[config.mk]
export PLATFORM = sky130hd
export DESIGN_NAME = alu_div_ctrl_flat
export DESIGN_NICKNAME = d
export VERILOG_FILES = /design/src/rtl/alu_div_pkg.sv /design/src/rtl/alu_div_ctrl_if.sv /design/src/rtl/alu_div_signfix.sv /design/src/rtl/alu_div_ctrl.sv /design/src/flat_wrapper.sv
export SDC_FILE = /design/constraint.sdc
export NUM_CORES = 1
export LEC_CHECK = 0
export ABC_AREA = 1
export CORE_MARGIN = 2
export CORE_UTILIZATION = 51
export DETAILED_ROUTE_END_ITERATION = 7
export GPL_ROUTABILITY_DRIVEN = 0
export HOLD_SLACK_MARGIN = 0.02
export PLACE_DENSITY = 0.92
export SLEW_MARGIN = 40
export SYNTH_ARGS = -nofsm -noshare
export SYNTH_HDL_FRONTEND = slang
export SYNTH_SLANG_ARGS = --single-unit
[constraint.sdc]
create_clock -name clk -period 2.2 [get_ports clk]
set_clock_uncertainty 0.05 [all_clocks]
set_input_delay 0.22 -clock clk [delete_from_list [all_inputs] [get_ports clk]]
set_output_delay 0.22 -clock clk [all_outputs]
set_load 0.02 [all_outputs]
[src/rtl/alu_div_pkg.sv]
// Shared types and defaults for the divider request sequencer (alu_div_ctrl).
package alu_div_pkg;

  localparam int WIDTH_DEFAULT      = 32;
  localparam int ARM_CYCLES_DEFAULT = 2;

  typedef enum logic [1:0] {
    DIV  = 2'd0,
    DIVU = 2'd1,
    REM  = 2'd2,
    REMU = 2'd3
  } div_op_e;

  typedef enum logic [2:0] {
    IDLE = 3'd0,
    ARM  = 3'd1,
    WAIT = 3'd2,
    FIX  = 3'd3,
    RESP = 3'd4
  } div_state_e;

  function automatic logic op_is_signed(input div_op_e op);
    return (op == DIV) || (op == REM);
  endfunction

  function automatic logic op_is_rem(input div_op_e op);
    return (op == REM) || (op == REMU);
  endfunction

endpackage

[src/rtl/alu_div_ctrl_if.sv]
// Request, response and divider-side signals of alu_div_ctrl.
// slave = the sequencer; master = requester, consumer and divider around it.
interface alu_div_ctrl_if #(parameter int WIDTH = alu_div_pkg::WIDTH_DEFAULT);
  import alu_div_pkg::*;

  logic             req_valid;
  logic             req_ready;
  div_op_e          req_op;
  logic [WIDTH-1:0] req_a;
  logic [WIDTH-1:0] req_b;

  logic             rsp_valid;
  logic             rsp_ready;
  logic [WIDTH-1:0] rsp_data;
  logic             rsp_dbz;

  logic [WIDTH-1:0] div_dividend;
  logic [WIDTH-1:0] div_divisor;
  logic             div_done;
  logic [WIDTH-1:0] div_quotient;
  logic [WIDTH-1:0] div_remainder;

  modport slave (
    input  req_valid, req_op, req_a, req_b, rsp_ready,
           div_done, div_quotient, div_remainder,
    output req_ready, rsp_valid, rsp_data, rsp_dbz,
           div_dividend, div_divisor
  );

  modport master (
    output req_valid, req_op, req_a, req_b, rsp_ready,
           div_done, div_quotient, div_remainder,
    input  req_ready, rsp_valid, rsp_data, rsp_dbz,
           div_dividend, div_divisor
  );

endinterface

[src/rtl/alu_div_signfix.sv]
// Operand magnitudes for the unsigned divider and RISC-V sign fixup / result select.
module alu_div_signfix
  import alu_div_pkg::*;
#(
  parameter int WIDTH = WIDTH_DEFAULT
) (
  input  div_op_e          op_i,
  input  logic [WIDTH-1:0] a_i,
  input  logic [WIDTH-1:0] b_i,
  output logic [WIDTH-1:0] mag_a_o,
  output logic [WIDTH-1:0] mag_b_o,
  input  div_op_e          fix_op_i,
  input  logic             sign_a_i,
  input  logic             sign_b_i,
  input  logic             b_zero_i,
  input  logic [WIDTH-1:0] quo_i,
  input  logic [WIDTH-1:0] rem_i,
  output logic [WIDTH-1:0] result_o
);

  localparam logic [WIDTH-1:0] ONE = {{(WIDTH-1){1'b0}}, 1'b1};

  function automatic logic [WIDTH-1:0] negate(input logic [WIDTH-1:0] v);
    return ~v + ONE;
  endfunction

  logic             req_signed;
  logic             fix_signed;
  logic             neg_q;
  logic             neg_r;
  logic [WIDTH-1:0] q_fix;
  logic [WIDTH-1:0] r_fix;

  // Negating -2^(WIDTH-1) wraps to itself, which is exactly the unsigned magnitude.
  always_comb begin
    req_signed = op_is_signed(op_i);
    mag_a_o    = (req_signed && a_i[WIDTH-1]) ? negate(a_i) : a_i;
    mag_b_o    = (req_signed && b_i[WIDTH-1]) ? negate(b_i) : b_i;
  end

  always_comb begin
    fix_signed = op_is_signed(fix_op_i);
    neg_q      = fix_signed && (sign_a_i ^ sign_b_i) && !b_zero_i;
    neg_r      = fix_signed && sign_a_i;
    q_fix      = neg_q ? negate(quo_i) : quo_i;
    r_fix      = neg_r ? negate(rem_i) : rem_i;
    result_o   = op_is_rem(fix_op_i) ? r_fix : q_fix;
  end

endmodule

[src/rtl/alu_div_ctrl.sv]
// Request/response sequencer wrapped around the unsigned iterative divider.
// ALU_DIV_FASTPATH_EN: resolve b=0 and signed MIN/-1 locally without the divider.
module alu_div_ctrl
  import alu_div_pkg::*;
#(
  parameter int WIDTH      = WIDTH_DEFAULT,
  parameter int ARM_CYCLES = ARM_CYCLES_DEFAULT
) (
  input  logic          clk,
  input  logic          rst_n,
  alu_div_ctrl_if.slave bus
);

  // state | meaning
  // IDLE  | ready for a request; latch op/signs, drive magnitudes
  // ARM   | divider reloading; its done is stale and ignored
  // WAIT  | waiting for div_done, then capture quotient/remainder
  // FIX   | apply sign fixup and select the result
  // RESP  | rsp_valid held until rsp_ready

  localparam int CW = (ARM_CYCLES > 1) ? $clog2(ARM_CYCLES) : 1;
  localparam logic [CW-1:0] ARM_LOAD = CW'(ARM_CYCLES - 1);

  div_state_e       state_q,    state_d;
  div_op_e          op_q,       op_d;
  logic             sign_a_q,   sign_a_d;
  logic             sign_b_q,   sign_b_d;
  logic             dbz_q,      dbz_d;
  logic [WIDTH-1:0] dvd_q,      dvd_d;
  logic [WIDTH-1:0] dvs_q,      dvs_d;
  logic [WIDTH-1:0] quo_q,      quo_d;
  logic [WIDTH-1:0] rem_q,      rem_d;
  logic [CW-1:0]    arm_cnt_q,  arm_cnt_d;
  logic [WIDTH-1:0] rsp_data_q, rsp_data_d;
  logic             rsp_dbz_q,  rsp_dbz_d;

  logic [WIDTH-1:0] mag_a;
  logic [WIDTH-1:0] mag_b;
  logic [WIDTH-1:0] result;
  logic             req_b_zero;
  logic             take_fast;

  alu_div_signfix #(.WIDTH(WIDTH)) u_signfix (
    .op_i     (bus.req_op),
    .a_i      (bus.req_a),
    .b_i      (bus.req_b),
    .mag_a_o  (mag_a),
    .mag_b_o  (mag_b),
    .fix_op_i (op_q),
    .sign_a_i (sign_a_q),
    .sign_b_i (sign_b_q),
    .b_zero_i (dbz_q),
    .quo_i    (quo_q),
    .rem_i    (rem_q),
    .result_o (result)
  );

  assign req_b_zero = (bus.req_b == '0);

`ifdef ALU_DIV_FASTPATH_EN
  assign take_fast = req_b_zero ||
                     (op_is_signed(bus.req_op) &&
                      (bus.req_a == {1'b1, {(WIDTH-1){1'b0}}}) &&
                      (bus.req_b == '1));
`else
  assign take_fast = 1'b0;
`endif

  always_comb begin
    state_d    = state_q;
    op_d       = op_q;
    sign_a_d   = sign_a_q;
    sign_b_d   = sign_b_q;
    dbz_d      = dbz_q;
    dvd_d      = dvd_q;
    dvs_d      = dvs_q;
    quo_d      = quo_q;
    rem_d      = rem_q;
    arm_cnt_d  = arm_cnt_q;
    rsp_data_d = rsp_data_q;
    rsp_dbz_d  = rsp_dbz_q;
    case (state_q)
      IDLE: begin
        if (bus.req_valid) begin
          op_d     = bus.req_op;
          sign_a_d = op_is_signed(bus.req_op) & bus.req_a[WIDTH-1];
          sign_b_d = op_is_signed(bus.req_op) & bus.req_b[WIDTH-1];
          dbz_d    = req_b_zero;
          if (take_fast) begin
            // Same raw results the divider would return, so FIX needs no special case.
            quo_d   = req_b_zero ? '1 : mag_a;
            rem_d   = req_b_zero ? mag_a : '0;
            state_d = FIX;
          end else begin
            dvd_d     = mag_a;
            dvs_d     = mag_b;
            arm_cnt_d = ARM_LOAD;
            state_d   = ARM;
          end
        end
      end
      ARM: begin
        if (arm_cnt_q == '0) state_d = WAIT;
        else                 arm_cnt_d = arm_cnt_q - CW'(1);
      end
      WAIT: begin
        if (bus.div_done) begin
          quo_d   = bus.div_quotient;
          rem_d   = bus.div_remainder;
          state_d = FIX;
        end
      end
      FIX: begin
        rsp_data_d = result;
        rsp_dbz_d  = dbz_q;
        state_d    = RESP;
      end
      RESP: begin
        if (bus.rsp_ready) state_d = IDLE;
      end
      default: state_d = IDLE;
    endcase
  end

  always_ff @(posedge clk or negedge rst_n) begin
    if (!rst_n) begin
      state_q    <= IDLE;
      op_q       <= DIVU;
      sign_a_q   <= 1'b0;
      sign_b_q   <= 1'b0;
      dbz_q      <= 1'b0;
      dvd_q      <= '0;
      dvs_q      <= '0;
      quo_q      <= '0;
      rem_q      <= '0;
      arm_cnt_q  <= '0;
      rsp_data_q <= '0;
      rsp_dbz_q  <= 1'b0;
    end else begin
      state_q    <= state_d;
      op_q       <= op_d;
      sign_a_q   <= sign_a_d;
      sign_b_q   <= sign_b_d;
      dbz_q      <= dbz_d;
      dvd_q      <= dvd_d;
      dvs_q      <= dvs_d;
      quo_q      <= quo_d;
      rem_q      <= rem_d;
      arm_cnt_q  <= arm_cnt_d;
      rsp_data_q <= rsp_data_d;
      rsp_dbz_q  <= rsp_dbz_d;
    end
  end

  // Gated by rst_n so the port does not advertise ready while held in reset.
  assign bus.req_ready    = rst_n && (state_q == IDLE);
  assign bus.rsp_valid    = (state_q == RESP);
  assign bus.rsp_data     = rsp_data_q;
  assign bus.rsp_dbz      = rsp_dbz_q;
  assign bus.div_dividend = dvd_q;
  assign bus.div_divisor  = dvs_q;

endmodule

[src/flat_wrapper.sv]
// flat-port wrapper written by rule: the top's interface ports become plain ports
module alu_div_ctrl_flat import alu_div_pkg::*;
#(
  parameter int WIDTH      = WIDTH_DEFAULT,
  parameter int ARM_CYCLES = ARM_CYCLES_DEFAULT
)
  (clk, rst_n, bus_req_valid, bus_req_op, bus_req_a, bus_req_b, bus_rsp_ready, bus_div_done, bus_div_quotient, bus_div_remainder, bus_req_ready, bus_rsp_valid, bus_rsp_data, bus_rsp_dbz, bus_div_dividend, bus_div_divisor);
  alu_div_ctrl_if #(.WIDTH(WIDTH)) bus_i ();
  input  logic clk;
  input  logic rst_n;
  input wire logic [$bits(bus_i.req_valid)-1:0] bus_req_valid;
  input wire logic [$bits(bus_i.req_op)-1:0] bus_req_op;
  input wire logic [$bits(bus_i.req_a)-1:0] bus_req_a;
  input wire logic [$bits(bus_i.req_b)-1:0] bus_req_b;
  input wire logic [$bits(bus_i.rsp_ready)-1:0] bus_rsp_ready;
  input wire logic [$bits(bus_i.div_done)-1:0] bus_div_done;
  input wire logic [$bits(bus_i.div_quotient)-1:0] bus_div_quotient;
  input wire logic [$bits(bus_i.div_remainder)-1:0] bus_div_remainder;
  output wire logic [$bits(bus_i.req_ready)-1:0] bus_req_ready;
  output wire logic [$bits(bus_i.rsp_valid)-1:0] bus_rsp_valid;
  output wire logic [$bits(bus_i.rsp_data)-1:0] bus_rsp_data;
  output wire logic [$bits(bus_i.rsp_dbz)-1:0] bus_rsp_dbz;
  output wire logic [$bits(bus_i.div_dividend)-1:0] bus_div_dividend;
  output wire logic [$bits(bus_i.div_divisor)-1:0] bus_div_divisor;
  assign bus_i.req_valid = bus_req_valid;
  assign bus_i.req_op = bus_req_op;
  assign bus_i.req_a = bus_req_a;
  assign bus_i.req_b = bus_req_b;
  assign bus_i.rsp_ready = bus_rsp_ready;
  assign bus_i.div_done = bus_div_done;
  assign bus_i.div_quotient = bus_div_quotient;
  assign bus_i.div_remainder = bus_div_remainder;
  assign bus_req_ready = bus_i.req_ready;
  assign bus_rsp_valid = bus_i.rsp_valid;
  assign bus_rsp_data = bus_i.rsp_data;
  assign bus_rsp_dbz = bus_i.rsp_dbz;
  assign bus_div_dividend = bus_i.div_dividend;
  assign bus_div_divisor = bus_i.div_divisor;
  alu_div_ctrl #(.WIDTH(WIDTH), .ARM_CYCLES(ARM_CYCLES)) u_core (.clk(clk), .rst_n(rst_n), .bus(bus_i));
endmodule
==> results of run 1 <==
## worst max-delay path by stage
| stage | from | end | slack [ns] |
|---|---|---|---|
| after detailed placement | bus_req_b[0] | u_core.bus.div_divisor[28] | 0.04 |
| after global routing | u_core.op_q[0] | u_core.bus.rsp_data[16] | 0.06 |
| after CTS | u_core.state_q[0] | bus_rsp_valid | 0.13 |
| after floorplan | u_core.op_q[0] | u_core.bus.rsp_data[24] | 0.58 |
| after global placement | bus_req_b[0] | u_core.bus.div_divisor[26] | 0.14 |
| final | u_core.state_q[0] | bus_rsp_valid | 0.13 |
## kinds of logic after synthesis
family | count (synthesis)
flip-flops | 170
AND/OR/NAND/NOR | 846
multiplexers | 6
adder cells (fa/ha/maj) | 4
buffers and inverters | 179
AO/OA/AOI/OAI | 207
XOR/XNOR | 33
## what timing repair did
item / in CTS / in global routing
hold endpoints to repair: 169 / 0
endpoints found under the setup margin: 1 / 0
resized for setup: 2 / 0
hold buffers: 1 / 0
## flip-flops by register name, indices dropped and copies added, names as in the netlist
signal,cells
u_core.bus.div_dividend,32
u_core.quo_q,32
u_core.dbz_q,1
u_core.state_q,3
u_core.rem_q,32
u_core.bus.div_divisor,32
u_core.sign_b_q,1
u_core.sign_a_q,1
u_core.bus.rsp_dbz,1
u_core.op_q,2
u_core.bus.rsp_data,32
u_core.arm_cnt_q,1
## cells in the mapped netlist, drive strengths merged
cell type | number | share of area
inv | 126 | 0.047
and2 | 2 | 0.0012
xor2 | 24 | 0.021
a21oi | 84 | 0.042
a31oi | 12 | 0.0074
ha | 4 | 0.0049
buf | 26 | 0.015
o211ai | 2 | 0.0015
nand2 | 421 | 0.16
o22ai | 1 | 0.00062
nand3b | 8 | 0.0059
o221ai | 1 | 0.00086
a21o | 2 | 0.0015
nand3 | 164 | 0.082
o21ai | 100 | 0.050
nor3 | 12 | 0.0075
dfrtp | 169 | 0.42
mux2 | 6 | 0.0067
dfstp | 1 | 0.0026
o31ai | 3 | 0.0022
nand4 | 22 | 0.014
nor3b | 1 | 0.00074
or2 | 7 | 0.0043
o32ai | 1 | 0.00086
nor2 | 209 | 0.087
xnor2 | 9 | 0.0078
o21bai | 1 | 0.00074
clkbuf | 27 | 0.010
## worst max-delay path, stage by stage (launching register included)
cell and delay, ns:
dfrtp_1 0.41, inv_1 0.14, nand2_1 0.07, nor2_1 0.12
clkdlybuf4s50_1 0.62
## per-stage QoR
stage               hold WS (ns)  area [um^2]
detailed placement         0.320        12800
global placement           0.327        12800
global route               0.313        13500
CTS                        0.301        13500
finish                     0.310        13500
floorplan                 -0.126        10100
## final cells by class
cell class              instances  area [um^2]
repair buffers                260         2600
well taps                     265          332
multi-input cells            1096         5190
flip-flops and latches        170         4260
inverters                     126          473
diodes                          2         5.00
clock buffers                  18          439
clock inverters                14          183
fillers                      1535         5980
## power by group through the flow
| stage | Clock [mW] | Combinational [mW] | Sequential, mW |
|---|---|---|---|
| 2_1_floorplan | 0 | 5.35 | 6.49 |
| 3_3_place_gp | 0 | 9.73 | 5.67 |
| 3_5_place_dp | 0 | 10.0 | 5.70 |
| 4_1_cts | 3.23 | 10.1 | 5.70 |
| 5_1_grt | 3.36 | 11.2 | 5.90 |
| 6_report | 3.21 | 10.2 | 5.74 |
## layer usage
layer | share of wire | track usage
met3 | 0.10 | 0.0814
met1 | 0.37 | 0.349
met4 | 0.040 | 0.142
met2 | 0.49 | 0.516
met5 | 0.00041 | 0
## placed cells by master, fill, tap and decap left out, drive strengths merged, types with 2 or more instances in the layout
cell type,n
nor2,209
bufinv,3
inv,133
clkinv,2
or2,7
nor3,12
clkbuf,18
o211ai,2
clkdlybuf4s50,231
diode,2
xor2,24
nand3,164
nand2,421
dfrtp,169
nand4,22
clkinvlp,2
and2,2
o31ai,3
a21oi,84
a31oi,12
o21ai,100
ha,4
xnor2,9
a21o,2
buf,27
nand3b,8
mux2,6
==> results.yml, run 1 <==
pwr:
  p_seq_frac: 0.300
  p_clk_frac: 0.168
  p_comb_frac: 0.532
  intPower_mw: 10.4
  leakage_nw: 6.25
  p_total_mw: 19.1
  vdd_drop_max_mv: 0.804
  swShare: 0.454
  p_switching_mw: 8.69
  powerDensity_nw_per_um2: 1420
timing:
  setup_viol: 0
  hold_viol: 0
  setup_tns_ns: 0
  setup_ws_ns: 0.128
  relSlewSlack: 0.578
  fin_crit_ns: 2.07
  timing.final.max_slew_violations: 0
  fmax_ghz: 0.483
  period_share: 0.942
  rsz0062_at_grt: "false"
  worst_slew_pin_slew_ns: 0.633
clock_network:
  cts_sinks: 170
  cts_tree: "done"
  h-tree-depth: 4
  cts_buffers: 17
  post_cts_buffers: 0
  clk_pin_slew_ns: 0.07
  clock_latency_ns: 0.44
  cts_root_buf: "clkbuf_16"
  clockBufferDepth: 2
floorplanning:
  rows: 51
  core_um2: 19500
  dieHeight_um: 145
  start_util: 0.521
  die_x_um: 145
  ios: 234
  die_area_um2: 21000
routing:
  drc: 0
  final_antenna_net_count: 0
  dr.pass1.iters: 6
  vias: 10900
  post_drt_wl_per_cell_um: 16.1
  via_per_inst: 5.57
  drt-initial-drc-count: 1043
  drt_wl_total_um: 31300
logic_synthesis:
  ys_seq_elements: 170
  synthMuxAreaShare: 0.00666
  ys_seq_area_frac: 0.419
  yosys.area_share.simple: 0.361
  synth.avg_cell_area_um2: 7.02
  synth_area_um2: 10100
  synth_xor_area_frac: 0.0285
  synth_top_family_by_area: "simple AND/OR/NAND/NOR gates"
  synth_cells: 1445
  synth-compound-area-share: 0.108
  synth-adder-area-share: 0.00493
  syn-num-nets: 1584
  ys_warn_count: 0
  ys_types: 44
global_routing:
  grt_pass1_vias: 10600
  antenna_found_initial: 4
  track_usage: 0.300
  grt_pass1_wl_um: 51200
  grt_max_degree: 107
  overflow: 0
place:
  port-buffer-count: 233
  dp_cells: 1916
  pre_cts_slack_ns: 0.0423
  hpwl_um: 23700
worst_hold_path:
  hold_end: "u_core.quo_q[20]"
  hold_path_depth: 3
  hold_start: "bus_div_quotient[20]"
  hold_class: "in2reg"
run_status:
  status: "completed"
setup_path:
  regToRegSetupSlack_ns: 0.21
  worst_r2r_endpoint: "u_core.bus.rsp_data[16]"
  arrival_ns: 1.80
  r2r-start: "u_core.rem_q[1]"
  critPathKind: "reg2out"
  cp_max_fo: 3
  rr_worst_depth: 12
  end_kind: "output port"
  start_kind: "flip-flop"
  required_ns: 1.93
cells_and_area:
  final_cells: 1951
  nets: 1810
  drive_above_1_share: 0.0671
  areaGrowthSynthToFinish_pct: 32.9
  post-route-util: 0.693
run:
  drv_cap: 0
Note: power is estimated with default switching activity, not from simulation.
==> inputs of run 2 (changes only) <==
Settings changed: CORE_UTILIZATION 51 to 55, PLACE_DENSITY 0.92 to 0.95, RECOVER_POWER set to 100.
Clock period 2.2 ns to 2.4 ns, I/O delays scaled along.
==> results.yml, run 2 (synthesized netlist as in run 1, its figures left out) <==
cells_and_area:
  areaGrowthSynthToFinish_pct: 30.7
  diodes: 0
  final_common_cell: "nand2_1"
  drive_above_1_share: 0.0542
  multi_input_area_um2: 5150
  regArea_um2: 4260
  final_cells: 1907
  layout_common_cells: "414 x nand2_1, 194 x nor2_1, 169 x dfrtp_1, 162 x nand3_1, 132 x clkdlybuf4s50_1"
  nFillCells: 1356
  nets: 1804
place:
  dp_cells: 1874
  pre_cts_slack_ns: 0.229
  hpwl_um: 23400
  port-buffer-count: 233
clock_network:
  cts_buffers: 17
  clockBufferDepth: 2
  cts_tree: "done"
  cts_root_buf: "clkbuf_16"
  clk_pin_slew_ns: 0.06
  post_cts_buffers: 0
  h-tree-depth: 4
  cts_sinks: 170
  clock_latency_ns: 0.43
floorplanning:
  dieHeight_um: 140
  die_area_um2: 19500
  core_um2: 18000
  start_util: 0.563
  rows: 49
  die_x_um: 140
  ios: 234
global_routing:
  overflow: 0
  track_usage: 0.325
  grt_pass1_vias: 10700
  grt_pass1_wl_um: 51300
  grt_max_degree: 113
  antenna_found_initial: 1
setup_path:
  required_ns: 2.11
  end_kind: "output port"
  cp_max_fo: 5
  start_kind: "flip-flop"
  critPathKind: "reg2out"
  arrival_ns: 1.95
timing:
  setup_viol: 0
  fmax_ghz: 0.447
  period_share: 0.933
  setup_tns_ns: 0
  timing.final.max_slew_violations: 113
  setup_ws_ns: 0.162
  relSlewSlack: -0.0463
  hold_viol: 0
  worst_slew_pin_slew_ns: 1.57
  rsz0062_at_grt: "false"
  fin_crit_ns: 2.24
worst_hold_path:
  hold_class: "in2reg"
routing:
  final_antenna_net_count: 0
  drt_wl_total_um: 31800
  drc: 0
  dr.pass1.iters: 6
  drt-initial-drc-count: 972
  vias: 11000
  via_per_inst: 5.75
  post_drt_wl_per_cell_um: 16.7
pwr:
  vdd_drop_max_mv: 0.909
  powerDensity_nw_per_um2: 1290
  leakage_nw: 6.29
run:
  drv_cap: 2
run_status:
  status: "finished, violations left"
  violations: "capacitance limit, slew limit"
-- run 2: final timing paths --
check | from | to | slack, ns | depth (start not counted)
max reg2reg | u_core.op_q[0] | u_core.bus.rsp_data[22] | 0.23 | 12
min in group asynchronous | rst_n | u_core.bus.div_divisor[18] | 0.83 | 3
min | bus_req_op[1] | u_core.op_q[1] | 0.32 | 3
max in group asynchronous | rst_n | u_core.rem_q[14] | 0.45 | 3
max | u_core.state_q[2] | bus_req_ready | 0.16 | 4
min reg2reg | u_core.bus.div_divisor[22] | u_core.bus.div_divisor[22] | 0.42 | 2
-- run 2: cell type report --
cell class                      count  area share
Inverter                          126      0.0357
Tap cell                          229      0.0216
Multi-Input combinational cell   1096       0.388
Clock buffer                       18      0.0331
Clock inverter                     14      0.0129
Timing Repair Buffer              254       0.188
Sequential cell                   170       0.321
-- run 2: worst max-delay path, cell delays in order, from the launching register on --
cell           delay (ns)
dfrtp_1              0.43
nor2_4               0.16
nand2_1              0.09
nor2_1               0.12
dlygate4sd3_1        0.72
-- run 2: where the power goes --
| part | internal [mW] | leakage [nW] | switching, mW |
|---|---|---|---|
| clock | 1.67 | 0.293 | 1.23 |
| sequential | 4.21 | 1.98 | 1.00 |
| combinational | 3.27 | 4.02 | 5.71 |
-- run 2: through the flow --
stage	util	hold slack [ns]	area [um^2]	total power, mW
2_1_floorplan	-	-0.106	10100	10.9
3_3_place_gp	0.706	0.361	12700	14.0
3_5_place_dp	0.706	0.375	12700	14.4
4_1_cts	0.740	0.311	13300	17.4
5_1_grt	0.736	0.347	13300	18.2
6_report	0.736	0.319	13300	17.1
-- run 2: metal layers --
metal | track usage | up-vias | share of wire
li1 | - | 5106 | -
met1 | 0.392 | 5035 | 0.37
met2 | 0.537 | 695 | 0.48
met3 | 0.0915 | 119 | 0.11
met4 | 0.156 | 2 | 0.043
met5 | 0 | - | 0.00041
-- run 2: timing repair --
item	in CTS	in global routing
endpoints found under the hold margin	169	0
hold buffers	1	0
gates resized for setup	0	1
endpoints found under the setup margin	0	1
==> inputs of run 3 (changes only) <==
Settings changed: CORE_UTILIZATION 55 to 65, DONT_BUFFER_PORTS set to 1, PLACE_DENSITY 0.95 to 0.92.
==> results.yml, run 3 (synthesized netlist as in run 1, its figures left out) <==
floorplanning:
  rows: 45
  ios: 234
  dieHeight_um: 129
  die_x_um: 129
  die_area_um2: 16600
  core_um2: 15200
  start_util: 0.667
place:
  dp_cells: 1596
  port-buffer-count: 0
  hpwl_um: 20800
  place_area_um2: 10300
  pre_cts_slack_ns: 0.400
setup_path:
  cp_max_fo: 4
  arrival_ns: 2.50
  required_ns: 2.68
  critPathMaxStageDelay_ns: 0.54
  end_kind: "flip-flop"
  worst_path_max_delay_cell: "dlygate4sd3_1"
  critical_path.top_delay_family: "simple AND/OR/NAND/NOR gates"
  start_kind: "input port"
  cp_num_cells: 12
  rr_worst_depth: 6
  cp_num_buf_inv: 3
  critPathKind: "in2reg"
  crit_chain: "dlygate4sd3_1, inv_1, ha_1, nand3_1, nor2_2, nand2_1, inv_1, nand3_1, nand2_1, nand3b_1, nand3_1, nand2_1"
routing:
  dr.pass1.iters: 8
  wl_met3_um: 4470
  top_layer_used: "met4"
  drt-met1-wl_um: 11600
  via_per_inst: 6.31
  drc: 9
  routed-wl-met2_um: 16200
  vias: 11100
  drt_wl_total_um: 34000
  post_drt_wl_per_cell_um: 19.4
  drt-initial-drc-count: 1485
  final_antenna_net_count: 0
pwr:
  leakage_nw: 5.79
  powerDensity_nw_per_um2: 1320
  vdd_drop_max_mv: 0.750
  p_total_mw: 16.0
clock_network:
  cts_resized: 0
  cts_buffers: 17
  clockBufferDepth: 2
  clock_latency_ns: 0.44
  cts_tree: "done"
  clk_pin_slew_ns: 0.07
  cts_root_buf: "clkbuf_16"
  holdBufCountCts: 124
  h-tree-depth: 4
  cts_sinks: 170
  post_cts_buffers: 0
cells_and_area:
  nets: 1690
  final_common_cell: "nand2_1"
  areaGrowthSynthToFinish_pct: 19.3
  final_area_um2: 12100
  drive_above_1_share: 0.0531
  final_cells: 1753
  post-route-util: 0.796
  layout_common_cells: "415 x nand2_1, 195 x nor2_1, 169 x dfrtp_1, 161 x nand3_1, 124 x dlygate4sd3_1"
timing:
  period_share: 0.924
  setup_ws_ns: 0.183
  setup_tns_ns: 0
  relSlewSlack: 0.393
  setup_viol: 0
  rsz0062_at_grt: "false"
  fmax_ghz: 0.451
  timing.final.max_slew_violations: 0
  worst_slew_pin_slew_ns: 0.910
  holdWs_ns: -0.562
  hold_viol: 170
  fin_crit_ns: 2.22
run_status:
  violations: "DRC, hold timing"
  status: "finished, violations left"
run:
  drv_cap: 0
global_routing:
  grt_max_degree: 172
  overflow: 0
  grt_pass1_vias: 10600
  grt_pass1_wl_um: 52700
  track_usage: 0.405
  antenna_found_initial: 1
worst_hold_path:
  hold_class: "in2async"
run 3: cell count changes in the layout (fill, tap and decap cells not counted), sizes merged:
cell	change
clkbuf	-1
clkdlybuf4s50	-132
clkinv	-2
clkinvlp	-1
diode	+1
dlygate4sd3	+23
inv	-1
run 3: layout make-up:
| cell class | instances | area, um^2 |
|---|---|---|
| tap | 188 | 235 |
| antenna | 1 | 2.50 |
| sequential | 170 | 4260 |
| inverter | 126 | 473 |
| clock buffer | 22 | 464 |
| multi-input combinational | 1096 | 5150 |
| clock inverter | 10 | 141 |
| fill | 967 | 3100 |
| timing repair buffer | 140 | 1380 |
run 3: worst paths after layout:
check,from,endpoint,slack [ns]
setup / recovery,bus_req_b[0],u_core.bus.div_divisor[26],0.18
hold / removal,rst_n,u_core.quo_q[5],-0.56
setup reg to reg,u_core.state_q[2],u_core.bus.div_divisor[16],0.19
hold reg to reg,u_core.arm_cnt_q,u_core.arm_cnt_q,0.44
max in group asynchronous,rst_n,u_core.op_q[0],2.56
min in group clk,bus_req_a[27],u_core.bus.div_dividend[31],0.04
run 3: where the power goes:
group / leakage [nW] / switching, mW / internal, mW
Clock: 0.291 / 1.19 / 1.70
Combinational: 3.51 / 4.44 / 2.25
Sequential: 1.98 / 2.21 / 4.20
run 3: worst register-to-register path, stage by stage, from the launching register on:
cell and delay, ns:
dfrtp_1 0.41, nor2_1 0.42, nand3_4 0.13, inv_2 0.39
clkbuf_1 0.42, nand3_1 0.21, nand2_1 0.11
run 3: layer usage:
metal | up-vias | track usage
met1 | 4999 | 0.468
met3 | 223 | 0.129
met5 | - | 0
met2 | 948 | 0.683
li1 | 4887 | -
met4 | 0 | 0.199
